[config.mk]
export PLATFORM = sky130hd
export DESIGN_NAME = jk_mod_counter
export DESIGN_NICKNAME = d
export VERILOG_FILES = /design/src/rtl/jk_pkg.sv /design/src/rtl/jk_cell.sv /design/src/rtl/jk_mod_counter.sv
export SDC_FILE = /design/constraint.sdc
export NUM_CORES = 1
export LEC_CHECK = 0
export ABC_CLOCK_PERIOD_IN_PS = 5400
export CAP_MARGIN = 20
export CORE_AREA = 4 4 41 43
export CTS_CLUSTER_DIAMETER = 30
export DETAILED_ROUTE_END_ITERATION = 10
export DIE_AREA = 0 0 45 47
export PLACE_DENSITY = 0.63
export SETUP_SLACK_MARGIN = 0.2
export SLEW_MARGIN = 20
export SYNTH_ARGS = -nofsm -noshare
export SYNTH_HDL_FRONTEND = slang
export SYNTH_HIERARCHICAL = 1
export SYNTH_SLANG_ARGS = --single-unit
[constraint.sdc]
create_clock -name CLK -period 5.4 [get_ports CLK]
set_input_delay 0.54 -clock CLK [delete_from_list [all_inputs] [get_ports CLK]]
set_output_delay 0.54 -clock CLK [all_outputs]
set_load 0.01 [all_outputs]
[src/rtl/jk_pkg.sv]
// Shared JK definitions: {J,K} encodings, a width helper and the parameter range check.
package jk_pkg;

    typedef enum logic [1:0] {
        JK_HOLD   = 2'b00,
        JK_RESET  = 2'b01,
        JK_SET    = 2'b10,
        JK_TOGGLE = 2'b11
    } jk_t;

    localparam int JK_MAX_WIDTH = 8;

    function automatic int clog2(input int v);
        int r = 0;
        for (int x = v - 1; x > 0; x = x >> 1) r++;
        return r;
    endfunction

    // Legal configurations: 1..8 bits, and MODULUS must fit in WIDTH bits.
    function automatic bit params_ok(input int width, input int modulus);
        return (width >= 1) && (width <= JK_MAX_WIDTH) &&
               (modulus >= 2) && (clog2(modulus) <= width);
    endfunction

endpackage

[src/rtl/jk_cell.sv]
// One JK flip-flop with synchronous active-high reset; Q_n is held in its own register.
module jk_cell
    import jk_pkg::*;
(
    input  logic CLK,
    input  logic RST,
    input  logic J,
    input  logic K,
    output logic Q,
    output logic Q_n
);

    logic q_nx;

    always_comb begin
        q_nx = Q;
        case (jk_t'({J, K}))
            JK_HOLD:   q_nx = Q;
            JK_RESET:  q_nx = 1'b0;
            JK_SET:    q_nx = 1'b1;
            JK_TOGGLE: q_nx = ~Q;
        endcase
    end

    always_ff @(posedge CLK) begin
        if (RST) begin
            Q   <= 1'b0;
            Q_n <= 1'b1;
        end else begin
            Q   <= q_nx;
            Q_n <= ~q_nx;
        end
    end

endmodule

[src/rtl/jk_mod_counter.sv]
// Modulo-N up/down counter built from a row of JK cells driven in toggle form.
// Optional parallel load (LOAD/D ports) is enabled by defining JK_CNT_LOAD_EN.
module jk_mod_counter
    import jk_pkg::*;
#(
    parameter int WIDTH   = 4,
    parameter int MODULUS = 10
) (
    input  logic             CLK,
    input  logic             RST,
    input  logic             EN,
    input  logic             UP,
`ifdef JK_CNT_LOAD_EN
    input  logic             LOAD,
    input  logic [WIDTH-1:0] D,
`endif
    output logic [WIDTH-1:0] Q,
    output logic [WIDTH-1:0] Q_n,
    output logic             TC,
    output logic             WRAP
);

    localparam logic [WIDTH-1:0] MAXV = WIDTH'(MODULUS - 1);

    generate
        if (!params_ok(WIDTH, MODULUS)) begin : g_bad_params
            $error("jk_mod_counter: illegal WIDTH/MODULUS combination");
        end
    endgenerate

    logic             at_max, at_zero, ld_wrap_blk;
    logic [WIDTH-1:0] nxt, jv, kv;

    assign at_max  = (Q == MAXV);
    assign at_zero = (Q == '0);

    always_comb begin
        nxt = Q;
        if (UP) nxt = at_max  ? '0   : Q + WIDTH'(1);
        else    nxt = at_zero ? MAXV : Q - WIDTH'(1);
    end

    assign TC = ~RST & EN & ((UP & at_max) | (~UP & at_zero));

`ifdef JK_CNT_LOAD_EN
    localparam logic [WIDTH:0] MODV = (WIDTH+1)'(MODULUS);
    logic [WIDTH-1:0] ld_v;

    // Out-of-range load values saturate so no illegal count is ever stored.
    assign ld_v        = ({1'b0, D} >= MODV) ? MAXV : D;
    assign ld_wrap_blk = LOAD;
`else
    assign ld_wrap_blk = 1'b0;
`endif

    always_comb begin
        jv = '0;
        kv = '0;
`ifdef JK_CNT_LOAD_EN
        if (LOAD) begin
            jv = ld_v;
            kv = ~ld_v;
        end else
`endif
        if (EN) begin
            jv = Q ^ nxt;
            kv = Q ^ nxt;
        end
    end

    always_ff @(posedge CLK) begin
        if (RST) WRAP <= 1'b0;
        else     WRAP <= TC & ~ld_wrap_blk;
    end

    genvar i;
    generate
        for (i = 0; i < WIDTH; i++) begin : g_cell
            jk_cell u_cell (
                .CLK (CLK),
                .RST (RST),
                .J   (jv[i]),
                .K   (kv[i]),
                .Q   (Q[i]),
                .Q_n (Q_n[i])
            );
        end
    endgenerate

endmodule

==> results of run 1 <==
sequential cells by signal, indices dropped and copies added, names as in the netlist:
| register | cells |
|---|---|
| WRAP | 1 |
| g_cell.u_cell/Q | 4 |
| g_cell.u_cell/Q_n | 4 |
final cells by class:
type                    instances  area (um2)
multi-input cells              38       277.8
inverters                       3       11.26
well taps                      15       18.77
repair buffers                 13       130.1
flip-flops and latches          9       180.2
fillers                       140       656.9
clock buffers                   4       26.28
kinds of logic (layout without fill, tap and decap cells):
kind of cell / Yosys count / count (layout)
AO/OA/AOI/OAI: 11 / 11
adder cells (fa/ha/maj): 4 / 4
multiplexers: 2 / 2
XOR/XNOR: 1 / 1
AND/OR/NAND/NOR: 20 / 20
buffers and inverters: 4 / 20
flip-flops: 9 / 9
tightest hold or removal path, stage by stage, from the launching register on:
cell and delay [ps]:
dfxtp_1 330, nand2b_1 90, a21oi_1 60
cell usage after synthesis:
cell type,n,share of area [%]
dfxtp_1,9,37
a21o_1,5,7.8
nand2b_1,5,6.5
a21oi_1,4,4.2
ha_1,4,10
nand2b_2,4,7.3
inv_1,3,2.3
nand2_1,2,1.6
nor2_1,2,1.6
nor3_1,2,2.1
a31oi_1,1,1.3
and3_1,1,1.3
buf_6,1,2.3
mux2_2,1,2.3
mux2i_1,1,2.1
nand3_1,1,1.0
nand4_1,1,1.3
o311ai_1,1,1.8
or3b_1,1,1.8
or4_1,1,1.6
xnor2_1,1,1.8
layer usage:
layer	track usage (%)	up-vias	wire length [um]
met4	3.509	0	6
met2	14.97	14	385
met1	11.21	176	404
li1	-	208	-
met3	5.747	2	81
met5	0	-	0
metrics by stage:
| stage | cell area, um2 | setup WS (ps) | hold slack [ps] | power, W |
|---|---|---|---|---|
| after CTS | 644.4 | 2436 | 539.0 | 0.0002195 |
| after floorplan | 480.5 | 3380 | 534.8 | 0.0001352 |
| after detailed placement | 618.1 | 2438 | 530.1 | 0.0001670 |
| final | 644.4 | 2449 | 532.4 | 0.0002157 |
| after global placement | 618.1 | 2462 | 534.5 | 0.0001664 |
| after global routing | 644.4 | 2361 | 582.6 | 0.0002335 |
worst min path at each step:
stage | to | start | cells after the start
5_1_grt | g_cell[3].u_cell/Q | g_cell[3].u_cell/Q | 2
4_1_cts | g_cell[3].u_cell/Q | g_cell[3].u_cell/Q | 2
6_report | g_cell[3].u_cell/Q | g_cell[3].u_cell/Q | 2
2_1_floorplan | g_cell[3].u_cell/Q | g_cell[3].u_cell/Q | 2
3_5_place_dp | g_cell[3].u_cell/Q | g_cell[3].u_cell/Q | 2
3_3_place_gp | g_cell[3].u_cell/Q | g_cell[3].u_cell/Q | 2
power breakdown:
part           switching, W  internal (W)
clock network     0.0000221     0.0000284
registers        0.00000953     0.0000770
logic             0.0000338     0.0000450
total             0.0000654      0.000150
==> results_dict.tcl, run 1 <==
set metrics [dict create \
    route.vias.total 400 \
    grt_pass1_wl_um 1435 \
    slowest_delay_ps 560 \
    antenna_found_initial 0 \
    grt_max_degree 11 \
    final.min_clock_period_ps 2951 \
    die_area_um2 2115 \
    finalClockSkew_ps 4.942 \
    cp_num_buf_inv 2 \
    clock.fmax_mhz 338.8 \
    vias_per_cell 4.878 \
    grt-ovfl-total 0 \
    cellLeakagePower_nw 0.2588 \
    post_cts_resized 0 \
    r2r_slack_ps 3340 \
    ir_drop_uv 193.1 \
    rsz0062_at_grt "no" \
    synth.area.mux_share_pct 4.427 \
    route.detailed.wl_per_inst_um 10.71 \
    p_per_area_nw_per_um2 334.8 \
    status "finished clean" \
    worstReg2RegEnd "g_cell[1].u_cell/Q_n" \
    htreeDepth 1 \
    clock-sinks 9 \
    synthXorXnorAreaFrac_pct 1.823 \
    first_pass_iters 3 \
    synthAdderAreaFrac_pct 10.42 \
    core_area_um2 1301 \
    synthToLayoutAreaGrowth_pct 34.11 \
    cts_inserted_buffers 3 \
    syn_area_per_cell_um2 9.421 \
    post_cts_buffers 0 \
    antennaDiodeCount 0 \
    io_buffers 13 \
    synth_compound_area_share_pct 15.10 \
    critical_path.max_fanout 8 \
    cts_hold_buf 0 \
    cap_violations 0 \
    ys_seq_area_share_pct 37.50 \
    synth-simple-area-share_pct 26.04 \
    finalSetupTns_ps 0 \
    critical_path.slowest_cell "clkdlybuf4s50_1" \
    rr_worst_depth 8 \
    relSlewSlack_pct 76.32 \
    fin_crit_sh_pct 54.65 \
    final_hold_viol_count 0 \
    place.gp.congestion 0.6813 \
    layout_common_cells "clkdlybuf4s50_1 (13), dfxtp_1 (9), a21o_1 (5), nand2b_1 (5)" \
    clock_latency_ps 260 \
    dieWidth_um 45 \
    fin_nets 76 \
    drt_wl_total_um 878 \
    syn_area_um2 480.5 \
    ys_warn_count 6 \
    placed_cells 78 \
    final_common_cell "clkdlybuf4s50_1" \
    hold_path_class "flop to flop" \
    setup_viol 0 \
    cpMostUsedCell "clkdlybuf4s50_1" \
    synth.distinct_cells 21 \
    tritoncts "done" \
    synth_top_family_by_area "simple AND/OR/NAND/NOR gates" \
    endpoint_kind "output port" \
    drive_gt1_share_pct 11.94 \
    tightestPinTransition_ps 354.1 \
    cp-start-kind "primary input" \
    clock_path_buffers 2 \
    synth.net_count 59 \
    cp.required_ps 4860 \
    start_util_pct 36.92 \
    r2r-start "g_cell[1].u_cell/Q" \
    rows 13 \
    ctsRootBufferMaster "clkbuf_4" \
    ios 14 \
    netlist_instances 51 \
    crit_family "buffers and inverters" \
    ys_ff_latch 9 \
    slew_viol_final 0 \
    cp.arrival_ps 2410 \
    grt_pass1_vias 374 \
    fin_cells 82 \
    die_y_um 47 \
    clkSlewWorstSetupHoldPaths_ps 60 \
    cp-startpoint "UP" \
    ant_nets 0 \
    post-route-util_pct 49.52 \
    track_usage_pct 9.739 \
    first_iter_violations 7 \
    drc_errors 0 \
    critical_path_class "primary input to output port" \
    cp-endpoint "TC" \
    path_depth 5 \
    path_cells "clkdlybuf4s50_1 > or3b_1 > a21o_1 > nor3_1 > clkdlybuf4s50_1" \
]
(Power assumes the default switching activity.)
==> inputs of run 2 (changes only) <==
- ABC_CLOCK_PERIOD_IN_PS: 5400 -> 2600
- PLACE_DENSITY: 0.63 -> 0.65
- clock period: 5.4 -> 2.6 ns (I/O delays scaled with it)
==> run 2 against run 1 <==
Via count unchanged. Register-to-register slack worse by 2800 ps. Critical path depth grew 1. Core utilization grew 1.1 points. Sequential cell count did not move. Hold slack better by 14 ps. Clock skew shrank 2.2 ps. Clock-buffer cell count unchanged. Highest routed layer is now met3.
==> results_dict.tcl, run 2 (synthesis gave the netlist of run 1 again) <==
set metrics [dict create \
    cts_hold_buf 0 \
    ant_nets 0 \
    ctsRootBufferMaster "clkbuf_4" \
    hold_path_class "flop to flop" \
    drt_wl_total_um 914 \
    tritoncts "done" \
    route.vias.total 400 \
    start_util_pct 36.92 \
    layout_common_cells "clkdlybuf4s50_1 (12), dfxtp_1 (9), a21o_1 (5), nand2b_1 (5)" \
    synthToLayoutAreaGrowth_pct 36.98 \
    cellLeakagePower_nw 0.2731 \
    clock_path_buffers 2 \
    antennaDiodeCount 0 \
    endpoint_kind "output port" \
    clock.fmax_mhz 457.5 \
    p_per_area_nw_per_um2 688.5 \
    first_iter_violations 7 \
    place.gp.congestion 0.7027 \
    io_buffers 13 \
    dp_hpwl_um 732.3 \
    cp.arrival_ps 1930 \
    clock-sinks 9 \
    post_cts_buffers 0 \
    cp-startpoint "g_cell[1].u_cell/Q" \
    grt-ovfl-total 0 \
    drc_errors 0 \
    grt_pass1_vias 387 \
    htreeDepth 1 \
    clkSlewWorstSetupHoldPaths_ps 60 \
    critical_path.max_fanout 8 \
    grt_max_degree 11 \
    finalClockSkew_ps 2.713 \
    first_pass_iters 2 \
    relSlewSlack_pct 76.93 \
    min_from "g_cell[3].u_cell/Q" \
    final_hold_viol_count 0 \
    setup_viol 0 \
    dieWidth_um 45 \
    cts_inserted_buffers 3 \
    grt_pass1_wl_um 1600 \
    critical_path.slowest_cell "dfxtp_1" \
    rsz0062_at_grt "no" \
    final-seq-area_um2 180.2 \
    rows 13 \
    pre_cts_ws_ps 329.6 \
    postLayoutSetupSlackWorst_ps 414.1 \
    drive_gt1_share_pct 15.94 \
    cap_violations 0 \
    core_area_um2 1301 \
    track_usage_pct 10.79 \
    status "finished clean" \
    multiInputGateArea_um2 277.8 \
    crit_family "simple AND/OR/NAND/NOR gates" \
    slowest_delay_ps 380 \
    ir_drop_uv 418.0 \
    cp-start-kind "flop" \
    antenna_found_initial 0 \
    finalSetupTns_ps 0 \
    tightestPinTransition_ps 345.0 \
    reg_top3 "g_cell.u_cell/Q: 4 flops, g_cell.u_cell/Q_n: 4 flops, WRAP: 1 flops" \
    critical_path_class "flop to output port" \
    route.detailed.wl_per_inst_um 10.88 \
    vias_per_cell 4.762 \
    die_area_um2 2115 \
    ios 14 \
    final_common_cell "clkdlybuf4s50_1" \
    fin_crit_sh_pct 84.07 \
    r2r-start "g_cell[1].u_cell/Q" \
    cp_num_buf_inv 2 \
    clock_latency_ps 260 \
    final.min_clock_period_ps 2186 \
    fin_nets 78 \
    cp.required_ps 2340 \
    slew_viol_final 0 \
    n_fill_cell 145 \
    path_cells "inv_2 > ha_1 > or3b_1 > a21o_1 > nor3_1 > dlygate4sd2_1" \
    die_y_um 47 \
]
run 2: report_power, final:
| part | leakage (nW) | internal (W) | switching [W] |
|---|---|---|---|
| clock | 0.0150 | 0.0000591 | 0.0000479 |
| sequential | 0.0742 | 0.000160 | 0.0000169 |
| combinational | 0.184 | 0.0000961 | 0.0000732 |
| total | 0.273 | 0.000315 | 0.000138 |
run 2: tightest hold or removal path, stage by stage (launching register included):
cell      delay (ps)
dfxtp_1          340
nand2b_1         100
a21oi_1           60
run 2: layout make-up:
class,instances,area share (%)
Tap cell,15,2.852
Multi-Input combinational cell,38,42.21
Clock buffer,4,3.992
Inverter,3,1.711
Sequential cell,9,27.38
Timing Repair Buffer,15,21.86
run 2: through the flow:
step | hold WS (ps) | utilization (%) | power (W) | instance area [um2] | cells
finish | 546.1 | 50.58 | 0.0004531 | 658.1 | 84
global route | 585.3 | 50.58 | 0.0004911 | 658.1 | 84
CTS | 552.3 | 50.58 | 0.0004607 | 658.1 | 84
detailed placement | 544.1 | 48.65 | 0.0003520 | 633.1 | 80
global placement | 530.8 | 48.65 | 0.0003486 | 633.1 | 80
floorplan | 329.1 | - | 0.0002808 | 480.5 | 51
run 2: final timing paths:
path / end / slack [ps] / cells past startpoint
setup / recovery: TC / 410 / 6
hold / removal: g_cell[3].u_cell/Q / 550 / 2
setup reg to reg: g_cell[1].u_cell/Q_n / 590 / 8
hold reg to reg: g_cell[3].u_cell/Q / 550 / 2
run 2: routing by layer:
| metal | routed length [um] | track usage (%) | up-vias |
|---|---|---|---|
| li1 | - | - | 215 |
| met1 | 362 | 10.60 | 173 |
| met2 | 462 | 18.93 | 12 |
| met3 | 89 | 7.663 | 0 |
| met4 | 0 | 1.754 | 0 |
| met5 | 0 | 0 | - |
run 2: repair_timing:
action	4_1_cts	5_1_grt
gates resized for setup	1	1
hold endpoints to repair	0	0
setup endpoints to repair	1	1
